## src/rtl/wb_port_arbiter.sv

```systemverilog
// wb_port_arbiter: shares the single register-file write port between the in-order
// writeback stage (A) and a multi-cycle unit (B) whose results queue in a small FIFO.
// A has priority; B is served on idle A cycles, and when a valid B head has waited
// STARVE_MAX cycles the pipeline is stalled (keep) so B gets the port.
// Ports:
//   clk, rst                      clock, synchronous active-high reset
//   wb_we, wb_addr, wb_data       A write request
//   mc_valid, mc_ready            B enqueue handshake
//   mc_addr, mc_data              B result
//   rf_we, rf_addr, rf_data       registered register-file write (latency 1)
//   keep                          stall; A re-presents its write next cycle
//   pend_mask                     one-hot OR of destinations of valid FIFO entries
//   fifo_count                    occupied FIFO slots (including killed entries)
module wb_port_arbiter #(
  parameter int unsigned XLEN       = 32,
  parameter int unsigned DEPTH      = 2,
  parameter int unsigned STARVE_MAX = 4
) (
  input  logic                       clk,
  input  logic                       rst,
  input  logic                       wb_we,
  input  logic [4:0]                 wb_addr,
  input  logic [XLEN-1:0]            wb_data,
  input  logic                       mc_valid,
  output logic                       mc_ready,
  input  logic [4:0]                 mc_addr,
  input  logic [XLEN-1:0]            mc_data,
  output logic                       rf_we,
  output logic [4:0]                 rf_addr,
  output logic [XLEN-1:0]            rf_data,
  output logic                       keep,
  output logic [31:0]                pend_mask,
  output logic [$clog2(DEPTH+1)-1:0] fifo_count
);

  localparam int unsigned CW = $clog2(DEPTH + 1);
  localparam int unsigned PW = (DEPTH > 1) ? $clog2(DEPTH) : 1;
  localparam int unsigned SW = $clog2(STARVE_MAX + 1);

  logic [DEPTH-1:0] vld_q, vld_d;
  logic [4:0]       ent_addr [DEPTH];
  logic [XLEN-1:0]  ent_data [DEPTH];
  logic [PW-1:0]    rptr_q, wptr_q;
  logic [CW-1:0]    count_q, count_d;
  logic [SW-1:0]    starve_q, starve_d;

  logic head_present, head_valid, req_a, grant_b, push, pop;

  function automatic logic [PW-1:0] ptr_inc(input logic [PW-1:0] p);
    return (p == PW'(DEPTH - 1)) ? '0 : p + 1'b1;
  endfunction

  assign head_present = (count_q != '0);
  assign head_valid   = head_present & vld_q[rptr_q];
  assign keep         = (starve_q == SW'(STARVE_MAX)) & head_valid;
  assign mc_ready     = (count_q < CW'(DEPTH));
  assign fifo_count   = count_q;

  assign req_a   = wb_we & (wb_addr != 5'd0) & ~keep;
  assign grant_b = ~req_a & head_valid;
  // A killed head is retired without using the port, even alongside an A grant.
  assign pop     = head_present & (grant_b | ~vld_q[rptr_q]);
  // Handshakes to x0 complete but occupy no slot.
  assign push    = mc_valid & mc_ready & (mc_addr != 5'd0);

  always_comb begin
    vld_d = vld_q;
    if (pop)  vld_d[rptr_q] = 1'b0;
    if (push) vld_d[wptr_q] = 1'b1;
    // A is younger than every queued B result, so its write supersedes them all,
    // including one arriving this very cycle.
    if (req_a) begin
      for (int i = 0; i < DEPTH; i++) begin
        if (((push && (PW'(i) == wptr_q)) ? mc_addr : ent_addr[i]) == wb_addr) begin
          vld_d[i] = 1'b0;
        end
      end
    end
  end

  always_comb begin
    count_d = count_q;
    if (push && !pop)      count_d = count_q + 1'b1;
    else if (pop && !push) count_d = count_q - 1'b1;
  end

  always_comb begin
    starve_d = '0;
    if (head_valid && !grant_b) begin
      starve_d = (starve_q == SW'(STARVE_MAX)) ? starve_q : starve_q + 1'b1;
    end
  end

  always_comb begin
    pend_mask = '0;
    for (int i = 0; i < DEPTH; i++) begin
      if (vld_q[i]) pend_mask[ent_addr[i]] = 1'b1;
    end
    pend_mask[0] = 1'b0;
  end

  always_ff @(posedge clk) begin
    if (rst) begin
      vld_q    <= '0;
      rptr_q   <= '0;
      wptr_q   <= '0;
      count_q  <= '0;
      starve_q <= '0;
      rf_we    <= 1'b0;
      rf_addr  <= '0;
      rf_data  <= '0;
    end else begin
      vld_q    <= vld_d;
      count_q  <= count_d;
      starve_q <= starve_d;
      if (pop)  rptr_q <= ptr_inc(rptr_q);
      if (push) wptr_q <= ptr_inc(wptr_q);
      rf_we <= req_a | grant_b;
      if (req_a) begin
        rf_addr <= wb_addr;
        rf_data <= wb_data;
      end else if (grant_b) begin
        rf_addr <= ent_addr[rptr_q];
        rf_data <= ent_data[rptr_q];
      end
    end
  end

  // Payload storage needs no reset; the valid bits qualify it.
  always_ff @(posedge clk) begin
    if (!rst && push) begin
      ent_addr[wptr_q] <= mc_addr;
      ent_data[wptr_q] <= mc_data;
    end
  end

endmodule
```

## config.mk

```make
export PLATFORM = sky130hd
export DESIGN_NAME = wb_port_arbiter
export DESIGN_NICKNAME = d
export VERILOG_FILES = /design/src/rtl/wb_port_arbiter.sv
export SDC_FILE = /design/constraint.sdc
export NUM_CORES = 1
export LEC_CHECK = 0
export CAP_MARGIN = 25
export CORE_AREA = 2 2 116 118
export DETAILED_ROUTE_END_ITERATION = 6
export DIE_AREA = 0 0 118 120
export PLACE_DENSITY_LB_ADDON = 0.08
export SLEW_MARGIN = 15
export SYNTH_ARGS = -nofsm -noshare
export SYNTH_HDL_FRONTEND = slang
export SYNTH_SLANG_ARGS = --single-unit
export TNS_END_PERCENT = 10
```

## constraint.sdc

```tcl
create_clock -name clk -period 3.1 [get_ports clk]
set_input_delay 0.465 -clock clk [delete_from_list [all_inputs] [get_ports clk]]
set_output_delay 0.465 -clock clk [all_outputs]
set_load 0.005 [all_outputs]
```

---- Word level (Yosys, flattened, before mapping) ----
Memory sizes are Yosys's and may differ from the RTL's. A register that Yosys moved wholly into a read port is not among the register bits.
Index checks and enable logic that the tools add are counted.
word-level totals
  flip-flop bits (word level) ............. 47
  bits in writable memories ............... 74
  input port bits ......................... 78
  output and inout bits ................... 74
  logic and storage cells ................. 99
  memories ................................ 2
operators by class
  add/sub/neg operators ................... 5
  $lt $le $gt $ge ......................... 9
  eq/ne operators ......................... 3
  mux-type cells .......................... 33
  bitwise operators ....................... 19
  reductions and logical operators ........ 20
memory list
  name      words  width  read ports  clocked after Yosys merged registers in  write ports  RTL line  source
  ent_data  2      32     1           1                                        1            42        logic [XLEN-1:0] ent_data [DEPTH];
  ent_addr  2      5      3           1                                        1            41        logic [4:0] ent_addr [DEPTH];
operator list
  kind                   count
  $mux W32               4
  $or A32 B32 Y32        1
  $mux W5                4
  $mux W1                16
  $lt A5 B6 Y1 const B   2
  $demux W1 S5           2
  $eq A5 B5 Y1           2
  $ge A5 B1 Y1 const B   2
  $logic_and A1 B1 Y1    10
  $mux W2                5
  $reduce_bool A5 Y1     2
  $and A1 B1 Y1          8
  $reduce_bool A2 Y1     3
  $not A1 Y1             5
  $logic_not A1 Y1       4
  $lt A1 B2 Y1 const B   2
  $add A3 B1 Y3 const B  1
  $eq A3 B3 Y1 const B   1
  $add A1 B1 Y1 const B  2
  $add A2 B1 Y2 const B  1
  $and A2 B2 Y2          1
  $demux W1 S1           2
  $ge A1 B1 Y1 const B   2
  $lt A2 B2 Y1 const B   1
  5 further kinds        6

---- Depth between registers and ports, before layout ----
  depth after elaboration ................. 15
  depth in mapped cells ................... 9
  mapped depth without buffers ............ 9

---- Least setup slack after synthesis ----
Ideal clock, no wire load.
  path kind ............................... register -> register
  start point ............................. register count_q[1] (netlist: fifo_count[1])
  end point ............................... memory ent_addr[1][0] (enable)
  library setup time ...................... 0.431 ns
  arrival time ............................ 2.511 ns
  required time ........................... 2.669 ns
  setup slack ............................. 0.158 ns
  cell stages (with the launch flop) ...... 6
  path buffers ............................ 2
  clock period less this slack ............ 2.942 ns
  cell sequence ........................... dfxtp_1 > buf_2 > and3b_1 > buf_2 > o21ai_2 > nor2_1
between the ends
  longest elaborated chain between the ends .. 6
ends and longest elaborated chain
  item                           RTL line  source
  start, declared                44        logic [CW-1:0] count_q, count_d;
  start signal, assigned         114       count_q <= count_d;
  $lt A2 B2 Y1                   56        assign mc_ready = (count_q < CW'(DEPTH));
  $and A1 B1 Y1 (2 in a row)     64        assign push = mc_valid & mc_ready & (mc_addr != 5'd0);
  $logic_and A1 B1 Y1            131       if (!rst && push) begin
  $mux W1                        131
  $mux W1 (not written as such)  132       ent_addr[wptr_q] <= mc_addr;
  end, declared                  41
No other way between the ends.

==> results.txt <==
The flow ran to the end, and the final reports show no timing, DRC or antenna violations. After synthesis, the most frequently instantiated cells are sky130_fd_sc_hd__nand2_1, sky130_fd_sc_hd__edfxtp_1, sky130_fd_sc_hd__dfxtp_1, sky130_fd_sc_hd__a21oi_1, sky130_fd_sc_hd__mux2i_1. The top-area cell type share of the netlist area is 39.97%. The number of diodes came out at 0. The kind of start point of the critical path is a register. The synthesized design contains 122 register bits. The power per unit of standard cell area is 652.7 nW/µm². The slack of the worst reg-to-reg path came out at 0.69 ns. In the routed design, unresolved DRC markers number 0. The register clock-pin slew on the reported worst setup and hold paths is 0.06 ns. The y dimension of the die came out at 120 µm. After synthesis the cells add up to 5559 µm². The x dimension of the die came out at 118 µm. The via density per instance is 5.408. The highest layer used for signal routing is met4. The standard-cell row count came out at 42. The slew at the pin with the worst max-slew slack is 0.9771 ns. The placed instance area came out at 7297 µm².

The initial antenna violation count came out at 0. The maximum clock frequency came out at 0.3652 GHz. The maximum number of pins on one net before global-route repair came out at 40. The post-route antenna net violation count came out at 0. The half-perimeter wire length after detailed placement came out at 10070 µm. Yosys printed 0 warnings. The met3 wirelength from detailed routing is 961 µm.

The total negative slack for setup checks is 0 ns. The count of cells resized by post-cts repair is 0. The maximum level of the CTS H-tree is 4. The pre-CTS setup slack came out at 0.2426 ns.

The number of hold buffers added after CTS was 0. The normalized max-slew margin came out at 34.70%. The number of global-route vias before repair is 4528.

The final cycle utilization of the critical path is 88.32%. The max-slew violation total from the final report was 0. The number of buffers created by CTS is 17. Routability-driven placement finished with a final weighted congestion of 0.8653.

The critical path is of the reg -> out type. The number of flops mapped to enable cells by yosys came out at 74. For this run, the leading register cell type out of synthesis is sky130_fd_sc_hd__edfxtp_1. The utilization after layout came out at 60.78%. The clock net sink count came out at 122. The core footprint came out at 12980 µm². The synthesis-to-finish area growth came out at 41.91%. The maximum fanout along the worst path came out at 7.

The synthesized design spends more area on one cell type than any other, namely sky130_fd_sc_hd__edfxtp_1. The number of failing hold endpoints at the final stage came out at 0. The total via count after detailed routing came out at 4537. The number of maximum-capacitance violations is 0. The wire length on met1 came out at 6264 µm. Pin placement for this block handled 152 I/O pins. The routed wirelength normalized by instance count is 17.61 µm. Yosys attributes the largest share of cell area to sky130_fd_sc_hd__edfxtp_1, sky130_fd_sc_hd__dfxtp_1, sky130_fd_sc_hd__mux2i_1. The smallest setup slack after layout came out at 0.3621 ns. By instance count, the leading cell after synthesis is sky130_fd_sc_hd__nand2_1. For the final database, setup skew stands at 0.009142 ns. The count of cell types in the netlist came out at 58. The buffer type at the clock tree root is sky130_fd_sc_hd__clkbuf_16. The initial core utilization is 42.83%.

The violation count after the first detailed-route iteration is 276. The met2 wire length came out at 7274 µm. The maximum ir drop on the vdd rail is 366.6 µV.

The required time at the worst-slack endpoint came out at 2.63 ns. The global-route wire length before repair is 23380 µm. Of the synthesized area, sequential elements account for 57.26%. The post-route netlist has 10.11% of its cells at a drive strength greater than 1. The final hold slack came out at 0.5191 ns. For the worst-skew pair, the clock arrives at the later sink with an insertion delay of 0.41 ns. The number of buffer cells added on primary ports came out at 150. For this run, asynchronously set or reset flops after synthesis account for 0%. The worst setup path is captured at a primary output. For this design the static power due to leakage is 0.002646 µW.

The final design area excluding fillers came out at 7889 µm². The critical path arrival came out at 2.27 ns. The total of endpoints with negative setup slack in the final report came out at 0. Counting I/O delays and the setup requirement, the final critical path takes 2.738 ns. The aggregate routed wire length is 14770 µm. The area of the die came out at 14160 µm². The post-CTS setup buffer count came out at 0. Setup repair after global routing left no endpoint under its margin. The final-layout fill cell count came out at 1093. The number of nets in the layout came out at 731. The average instance area after synthesis is 11.12 µm². Global routing used 21.33% of the available tracks.

The total overflow left after global routing is 0. The net count of the mapped netlist is 581. Counting along the longest clock path gives a buffer depth of 2. The path class of the tightest hold or removal check is reg -> reg. TritonCTS built the clock tree.

The number of iterations in the first detailed-routing pass came out at 5. The synthesized instance count is 500.
-- stage by stage --
| stage | power (µW) | cells |
|---|---|---|
| 3_5_place_dp | 3250 | 807 |
| 2_1_floorplan | 2750 | 500 |
| 4_1_cts | 5192 | 839 |
| 6_report | 5149 | 839 |
| 3_3_place_gp | 3237 | 807 |
| 5_1_grt | 5387 | 839 |
-- logic make-up after synthesis --
kind of cell	synth area share, %
AOI/OAI and AO/OA	17.74
xor gates and xnor gates	0.7877
adders and majority gates	0.6753
buffers and inverters	4.051
DFF	57.26
muxes	7.202
other	0.06746
and+or+nand+nor	12.22
-- sequential cells by signal, indices dropped and copies added, names as in the netlist, named ones only --
| signal | cells |
|---|---|
| ent_data | 64 |
| rf_data | 32 |
| ent_addr | 10 |
| rf_addr | 5 |
| starve_q | 3 |
| fifo_count | 2 |
| vld_q | 2 |
| rf_we | 1 |
| rptr_q | 1 |
| wptr_q | 1 |
-- report_power, final --
part | total, µW | switching [µW] | internal, µW
combinational | 1170 | 583 | 591
sequential | 2040 | 150 | 1890
clock | 1930 | 692 | 1240
-- layout by cell type (no fill, tap or decap), types with 3 or more instances in the layout --
master / instances
sky130_fd_sc_hd__buf_4: 12
sky130_fd_sc_hd__o211ai_1: 36
sky130_fd_sc_hd__clkdlybuf4s50_1: 149
sky130_fd_sc_hd__o22ai_1: 31
sky130_fd_sc_hd__nand3_1: 11
sky130_fd_sc_hd__buf_12: 4
sky130_fd_sc_hd__nor2_4: 4
sky130_fd_sc_hd__nand3b_1: 7
sky130_fd_sc_hd__and3_1: 3
sky130_fd_sc_hd__nand2_1: 82
sky130_fd_sc_hd__nor2_1: 9
sky130_fd_sc_hd__a21oi_1: 43
sky130_fd_sc_hd__or3b_2: 3
sky130_fd_sc_hd__clkbuf_16: 17
sky130_fd_sc_hd__ha_1: 3
sky130_fd_sc_hd__xor2_1: 4
sky130_fd_sc_hd__edfxtp_1: 74
sky130_fd_sc_hd__inv_1: 12
sky130_fd_sc_hd__clkinvlp_4: 4
sky130_fd_sc_hd__nand2b_1: 5
sky130_fd_sc_hd__dfxtp_1: 47
sky130_fd_sc_hd__or3_1: 5
sky130_fd_sc_hd__mux2i_1: 40
sky130_fd_sc_hd__clkbuf_8: 3
sky130_fd_sc_hd__a211oi_1: 3
-- cell type report --
cell class	count	area [µm²]	area share (%)
Clock inverter	11	121.4	1.538
Sequential cell	122	3184	40.36
Multi-Input combinational cell	331	2181	27.64
Inverter	12	45.04	0.5710
Clock buffer	21	470.5	5.964
Timing Repair Buffer	166	1667	21.13
Tap cell	176	220.2	2.791
-- per-layer routing --
metal,vias to the layer above,track usage [%]
met4,0,9.563
met2,183,35.21
li1,2188,-
met5,-,0
met1,2144,26.11
met3,22,5.989
-- worst max-delay path, stage by stage, from the launching register on --
cell and delay, ns:
sky130_fd_sc_hd__edfxtp_1 0.49, sky130_fd_sc_hd__or3b_2 0.61, sky130_fd_sc_hd__o22ai_1 0.21, sky130_fd_sc_hd__clkdlybuf4s50_1 0.55
-- final timing paths --
| check | startpoint | to | depth (start not counted) |
|---|---|---|---|
| worst min-delay path | rf_addr[2] | rf_addr[2] | 1 |
| worst min register to register | rf_addr[2] | rf_addr[2] | 1 |
| worst max register to register | rptr_q | fifo_count[1] | 6 |
| worst max-delay path | ent_addr[0][0] | pend_mask[20] | 3 |
No activity file was read; power rests on OpenSTA's default activity.
